**src/rtl/alu_result_writeback.sv**
```systemverilog
// alu_result_writeback: buffers ALU results in a small FIFO and hands the
// head entry to the writeback/bypass bus under a valid/ready handshake.
// Ports:
//   clk, reset                 clock and synchronous active-high reset
//   flush_i                    discard all buffered entries
//   fu_valid_i / fu_ready_o    ALU-side handshake
//   result_i, flags_i,
//   dest_phys_i, al_id_i       ALU payload
//   wb_valid_o / wb_ready_i    writeback-side handshake
//   wb_we_o, wb_dest_o,
//   wb_data_o                  register-file write port (gated by wb_valid_o)
//   ctrl_*_o                   active-list completion info (gated by wb_valid_o)
//   exc_count_o                saturating count of popped exception entries
module alu_result_writeback #(
  parameter int unsigned DATA_W  = 32,
  parameter int unsigned FLAGS_W = 6,
  parameter int unsigned PHYS_W  = 7,
  parameter int unsigned AL_W    = 7,
  parameter int unsigned DEPTH   = 2,
  parameter int unsigned CNT_W   = 16
) (
  input  logic               clk,
  input  logic               reset,
  input  logic               flush_i,
  input  logic               fu_valid_i,
  output logic               fu_ready_o,
  input  logic [DATA_W-1:0]  result_i,
  input  logic [FLAGS_W-1:0] flags_i,
  input  logic [PHYS_W-1:0]  dest_phys_i,
  input  logic [AL_W-1:0]    al_id_i,
  output logic               wb_valid_o,
  input  logic               wb_ready_i,
  output logic               wb_we_o,
  output logic [PHYS_W-1:0]  wb_dest_o,
  output logic [DATA_W-1:0]  wb_data_o,
  output logic [AL_W-1:0]    ctrl_al_id_o,
  output logic               ctrl_executed_o,
  output logic               ctrl_exception_o,
  output logic               ctrl_mispredict_o,
  output logic [CNT_W-1:0]   exc_count_o
);

  localparam int unsigned PTR_W  = (DEPTH > 1) ? $clog2(DEPTH) : 1;
  localparam int unsigned OCC_W  = $clog2(DEPTH + 1);
  localparam int unsigned F_WE   = 4;
  localparam int unsigned F_EXEC = 2;
  localparam int unsigned F_EXC  = 1;
  localparam int unsigned F_MISP = 0;

  logic [DATA_W-1:0]  data_q  [DEPTH];
  logic [FLAGS_W-1:0] flags_q [DEPTH];
  logic [PHYS_W-1:0]  dest_q  [DEPTH];
  logic [AL_W-1:0]    al_q    [DEPTH];

  logic [PTR_W-1:0]   wr_ptr_q;
  logic [PTR_W-1:0]   rd_ptr_q;
  logic [OCC_W-1:0]   count_q;
  logic [CNT_W-1:0]   exc_cnt_q;

  logic               push;
  logic               pop;
  logic [FLAGS_W-1:0] head_flags;
  logic               unused_rsvd;

  // Handshake status comes from registered occupancy only.
  assign fu_ready_o = (count_q != OCC_W'(DEPTH));
  assign wb_valid_o = (count_q != '0);

  assign push = fu_valid_i & fu_ready_o & ~flush_i;
  assign pop  = wb_valid_o & wb_ready_i & ~flush_i;

  assign head_flags  = flags_q[rd_ptr_q];
  // Reserved flag bits travel with the entry but drive nothing.
  assign unused_rsvd = ^{head_flags[5], head_flags[3]};

  // Head presentation, forced to zero whenever the buffer is empty.
  assign wb_we_o           = wb_valid_o & head_flags[F_WE];
  assign wb_dest_o         = wb_valid_o ? dest_q[rd_ptr_q] : '0;
  assign wb_data_o         = wb_valid_o ? data_q[rd_ptr_q] : '0;
  assign ctrl_al_id_o      = wb_valid_o ? al_q[rd_ptr_q]   : '0;
  assign ctrl_executed_o   = wb_valid_o & head_flags[F_EXEC];
  assign ctrl_exception_o  = wb_valid_o & head_flags[F_EXC];
  assign ctrl_mispredict_o = wb_valid_o & head_flags[F_MISP];
  assign exc_count_o       = exc_cnt_q;

  // Entry storage; contents are don't-care until marked valid by count_q.
  always_ff @(posedge clk) begin
    if (push) begin
      data_q[wr_ptr_q]  <= result_i;
      flags_q[wr_ptr_q] <= flags_i;
      dest_q[wr_ptr_q]  <= dest_phys_i;
      al_q[wr_ptr_q]    <= al_id_i;
    end
  end

  // Pointers and occupancy; reset outranks flush, flush outranks traffic.
  always_ff @(posedge clk) begin
    if (reset) begin
      wr_ptr_q <= '0;
      rd_ptr_q <= '0;
      count_q  <= '0;
    end else if (flush_i) begin
      wr_ptr_q <= '0;
      rd_ptr_q <= '0;
      count_q  <= '0;
    end else begin
      // DEPTH is a power of two, so pointer overflow is the modulo wrap.
      if (push) wr_ptr_q <= wr_ptr_q + PTR_W'(1);
      if (pop)  rd_ptr_q <= rd_ptr_q + PTR_W'(1);
      count_q <= count_q + OCC_W'(push) - OCC_W'(pop);
    end
  end

  // Exception counter survives flush; only reset clears it.
  always_ff @(posedge clk) begin
    if (reset) begin
      exc_cnt_q <= '0;
    end else if (pop && head_flags[F_EXC] && (exc_cnt_q != '1)) begin
      exc_cnt_q <= exc_cnt_q + CNT_W'(1);
    end
  end

endmodule

```
**config.mk**
```make
export PLATFORM = sky130hd
export DESIGN_NAME = alu_result_writeback
export DESIGN_NICKNAME = d
export VERILOG_FILES = /design/src/rtl/alu_result_writeback.sv
export SDC_FILE = /design/constraint.sdc
export NUM_CORES = 1
export LEC_CHECK = 0
export BUFFER_PORTS_ARGS = -buffer_cell sky130_fd_sc_hd__buf_2
export CORE_MARGIN = 4
export CORE_UTILIZATION = 55
export CTS_BUF_LIST = sky130_fd_sc_hd__clkbuf_4 sky130_fd_sc_hd__clkbuf_8 sky130_fd_sc_hd__clkbuf_16
export CTS_CLUSTER_SIZE = 25
export DETAILED_ROUTE_END_ITERATION = 16
export GPL_TIMING_DRIVEN = 0
export PLACE_DENSITY = 0.83
export SETUP_SLACK_MARGIN = 0.02
export SYNTH_ARGS = -nofsm -noshare
export SYNTH_HDL_FRONTEND = slang
export SYNTH_SLANG_ARGS = --single-unit
```
**constraint.sdc**
```tcl
create_clock -name clk -period 9.11 [get_ports clk]
set_clock_uncertainty 0.05 [all_clocks]
set_input_delay 1.3665 -clock clk [delete_from_list [all_inputs] [get_ports clk]]
set_output_delay 1.3665 -clock clk [all_outputs]
set_load 0.02 [all_outputs]
```
==> impl_metrics.ini <==
[finish]
area.growth.synth_to_final_pct = 28.39
layout_commonest_cell = buf_2
instances_no_fill = 593
antenna_cells = 0
drive_gt1_frac = 0.3299
nNetsFinal = 535
layout_common_cells = buf_2 (123), edfxtp_1 (100), nor2_1 (67)
fin_area_mm2 = 0.006122

[hold_path]
hold_class = flip-flop to flip-flop

[sta]
grt_setup_unrepaired = no
finalMaxSlewViolations = 0
fmax_mhz = 246.9
fin_crit_sh = 0.4446
worst_slew_pin_slew_ns = 0.8533
hold_violations = 0
slew_headroom = 0.4259
setup_viol = 0
period_needed_ns = 4.050
finalSetupTns_ns = 0

[drt]
drc_errors = 0
wl_met1_mm = 3.714
vias_per_cell = 5.268
wl_met2_mm = 4.937
wl_met3_um = 737
first_iter_violations = 127
via_count = 3124
maxUsedRoutingLayer = met4
drt-pass1-iter-count = 4
routedWlPerCell_um = 16.04
ant_nets = 0
wl_mm = 9.513

[synth]
synth-async-reset-ratio = 0
synthFlopType = edfxtp_1
syn_area_per_cell_um2 = 14.36
synthesis.nets = 392
synthTopCellsByArea = edfxtp_1 (63%), mux2i_1 (11%), dfxtp_1 (8.8%)
synth_cells = 332
yosys_warnings = 0
yosys.area.top_type = edfxtp_1
ys_seq_area_frac = 0.7179
yosys.cell_types.count = 33
synth_top_area_frac = 0.6298
netlist_area_mm2 = 0.004768
ys_seq_elements = 121
synth_edf_count = 100

[floorplan]
die_x_um = 101.1
start_util = 0.5717
io_pins = 125
coreArea_mm2 = 0.008341
die_area_mm2 = 0.01022
die_y_um = 101.1
num_rows = 33

[clock_network]
clkTransAtPathRegs_ns = 0.06
hold_buffers = 0
tritoncts = yes
insertion_delay_ns = 0.50
cts_setup_buffers = 0
cts_sinks = 121
h-tree-depth = 4
cts_resized = 0
clockBufferDepth = 2
cts_made_buffers = 17
root_buffer = clkbuf_8

[worst_setup_path]
arrival_ns = 2.63
critical_path.cell_chain = buf_2 -> clkbuf_1 -> buf_1 -> mux2i_1 -> nor2_1 -> buf_2
crit_top_cell = buf_2
worst-path-max-fanout = 10
cp_data_required_time_ns = 7.69
critPathKind = flip-flop to output port
crit_path_start_kind = flip-flop
max_stage_delay_ns = 0.63
critPathSlowestCell = buf_1
endpoint_kind = output port

[placed_design]
place_area_mm2 = 0.005565
place_congestion = 0.8217
io_buffer_count = 122
placed_cells = 561
dp_hpwl_mm = 6.528

[global_route]
grtUsageTotal = 0.1910
antenna_found_initial = 0
grt_pass1_wl_mm = 14.75
grt_pass1_vias = 3065
grt_start_max_net_pins = 34
grt-ovfl-total = 0

[run]
maxCapViolCount = 0

[power_and_ir_drop]
peakVddDrop_mv = 0.1569
p_per_area_mw_per_mm2 = 210.9
p_leak_nw = 2.298

[status]
status = complete, no violations
[synth_stat cells (all sizes together) (4+ instances only)]
| library cell | n |
|---|---|
| dfxtp | 21 |
| nor2 | 69 |
| xnor2 | 12 |
| nand4 | 4 |
| nand2 | 4 |
| nor3 | 12 |
| nor4 | 6 |
| clkbuf | 12 |
| inv | 5 |
| mux2i | 51 |
| nand3 | 6 |
| edfxtp | 100 |
[metal layers]
layer | track usage | up-vias
met5 | 0 | -
met4 | 0.06135 | 0
met3 | 0.07128 | 12
met2 | 0.3214 | 119
met1 | 0.2285 | 1475
li1 | - | 1518
[worst max-delay path, delay by kind of cell (launching register included)]
family	cells	cell delay, ns
flip-flops	1	0.30
multiplexers	1	0.30
buffers and inverters	4	1.47
AND/OR/NAND/NOR	1	0.05
[stage by stage]
stage               utilization  worst slack (ns)  power [mW]  hold WS [ns]
global placement         0.6607             3.518      0.6886        0.4838
detailed placement       0.6673             5.575      0.6917        0.4892
finish                   0.7340             5.060       1.291        0.4992
global route             0.7340             4.831       1.340        0.5471
floorplan                     -             4.884      0.6608        0.4684
CTS                      0.7340             5.026       1.304        0.5019
[sequential cells by signal, indices dropped and copies added (netlist names), named ones only]
| signal | cells |
|---|---|
| flags_q | 8 |
| al_q | 14 |
| rd_ptr_q | 1 |
| exc_count_o | 16 |
| count_q | 2 |
| wr_ptr_q | 1 |
| data_q | 64 |
| dest_q | 14 |
[where the power goes]
| part | switching, mW | internal (mW) |
|---|---|---|
| clock network | 0.245 | 0.367 |
| registers | 0.00328 | 0.614 |
| logic | 0.0396 | 0.0229 |
| total | 0.288 | 1.00 |
[path summary, 6_finish.rpt]
kind | end | start | cells past startpoint | slack (ns)
min reg2reg | rd_ptr_q$_SDFFE_PP0P_ | rd_ptr_q$_SDFFE_PP0P_ | 2 | 0.50
min | rd_ptr_q$_SDFFE_PP0P_ | rd_ptr_q$_SDFFE_PP0P_ | 2 | 0.50
max | wb_data_o[28] | flip-flop | 6 | 5.06
max reg2reg | exc_count_o[11]$_SDFFE_PP0P_ | exc_count_o[0]$_SDFFE_PP0P_ | 6 | 6.65
[kinds of logic after synthesis]
group,Yosys count,synth area share
flip-flops,121,0.7179
AND/OR/NAND/NOR,113,0.1076
multiplexers,52,0.1094
buffers and inverters,19,0.01522
XOR/XNOR,13,0.02388
AO/OA/AOI/OAI,11,0.01811
adder cells (fa/ha/maj),3,0.007873
[cell type report]
cell class | instances | area (um2)
Buffer | 14 | 53.80
Clock buffer | 17 | 414.1
Clock inverter | 15 | 142.6
Fill cell | 567 | 2218
Inverter | 5 | 18.77
Multi-Input combinational cell | 192 | 1287
Sequential cell | 121 | 3423
Tap cell | 105 | 131.4
Timing Repair Buffer | 124 | 650.6
No activity file was read; power rests on OpenSTA's default activity.
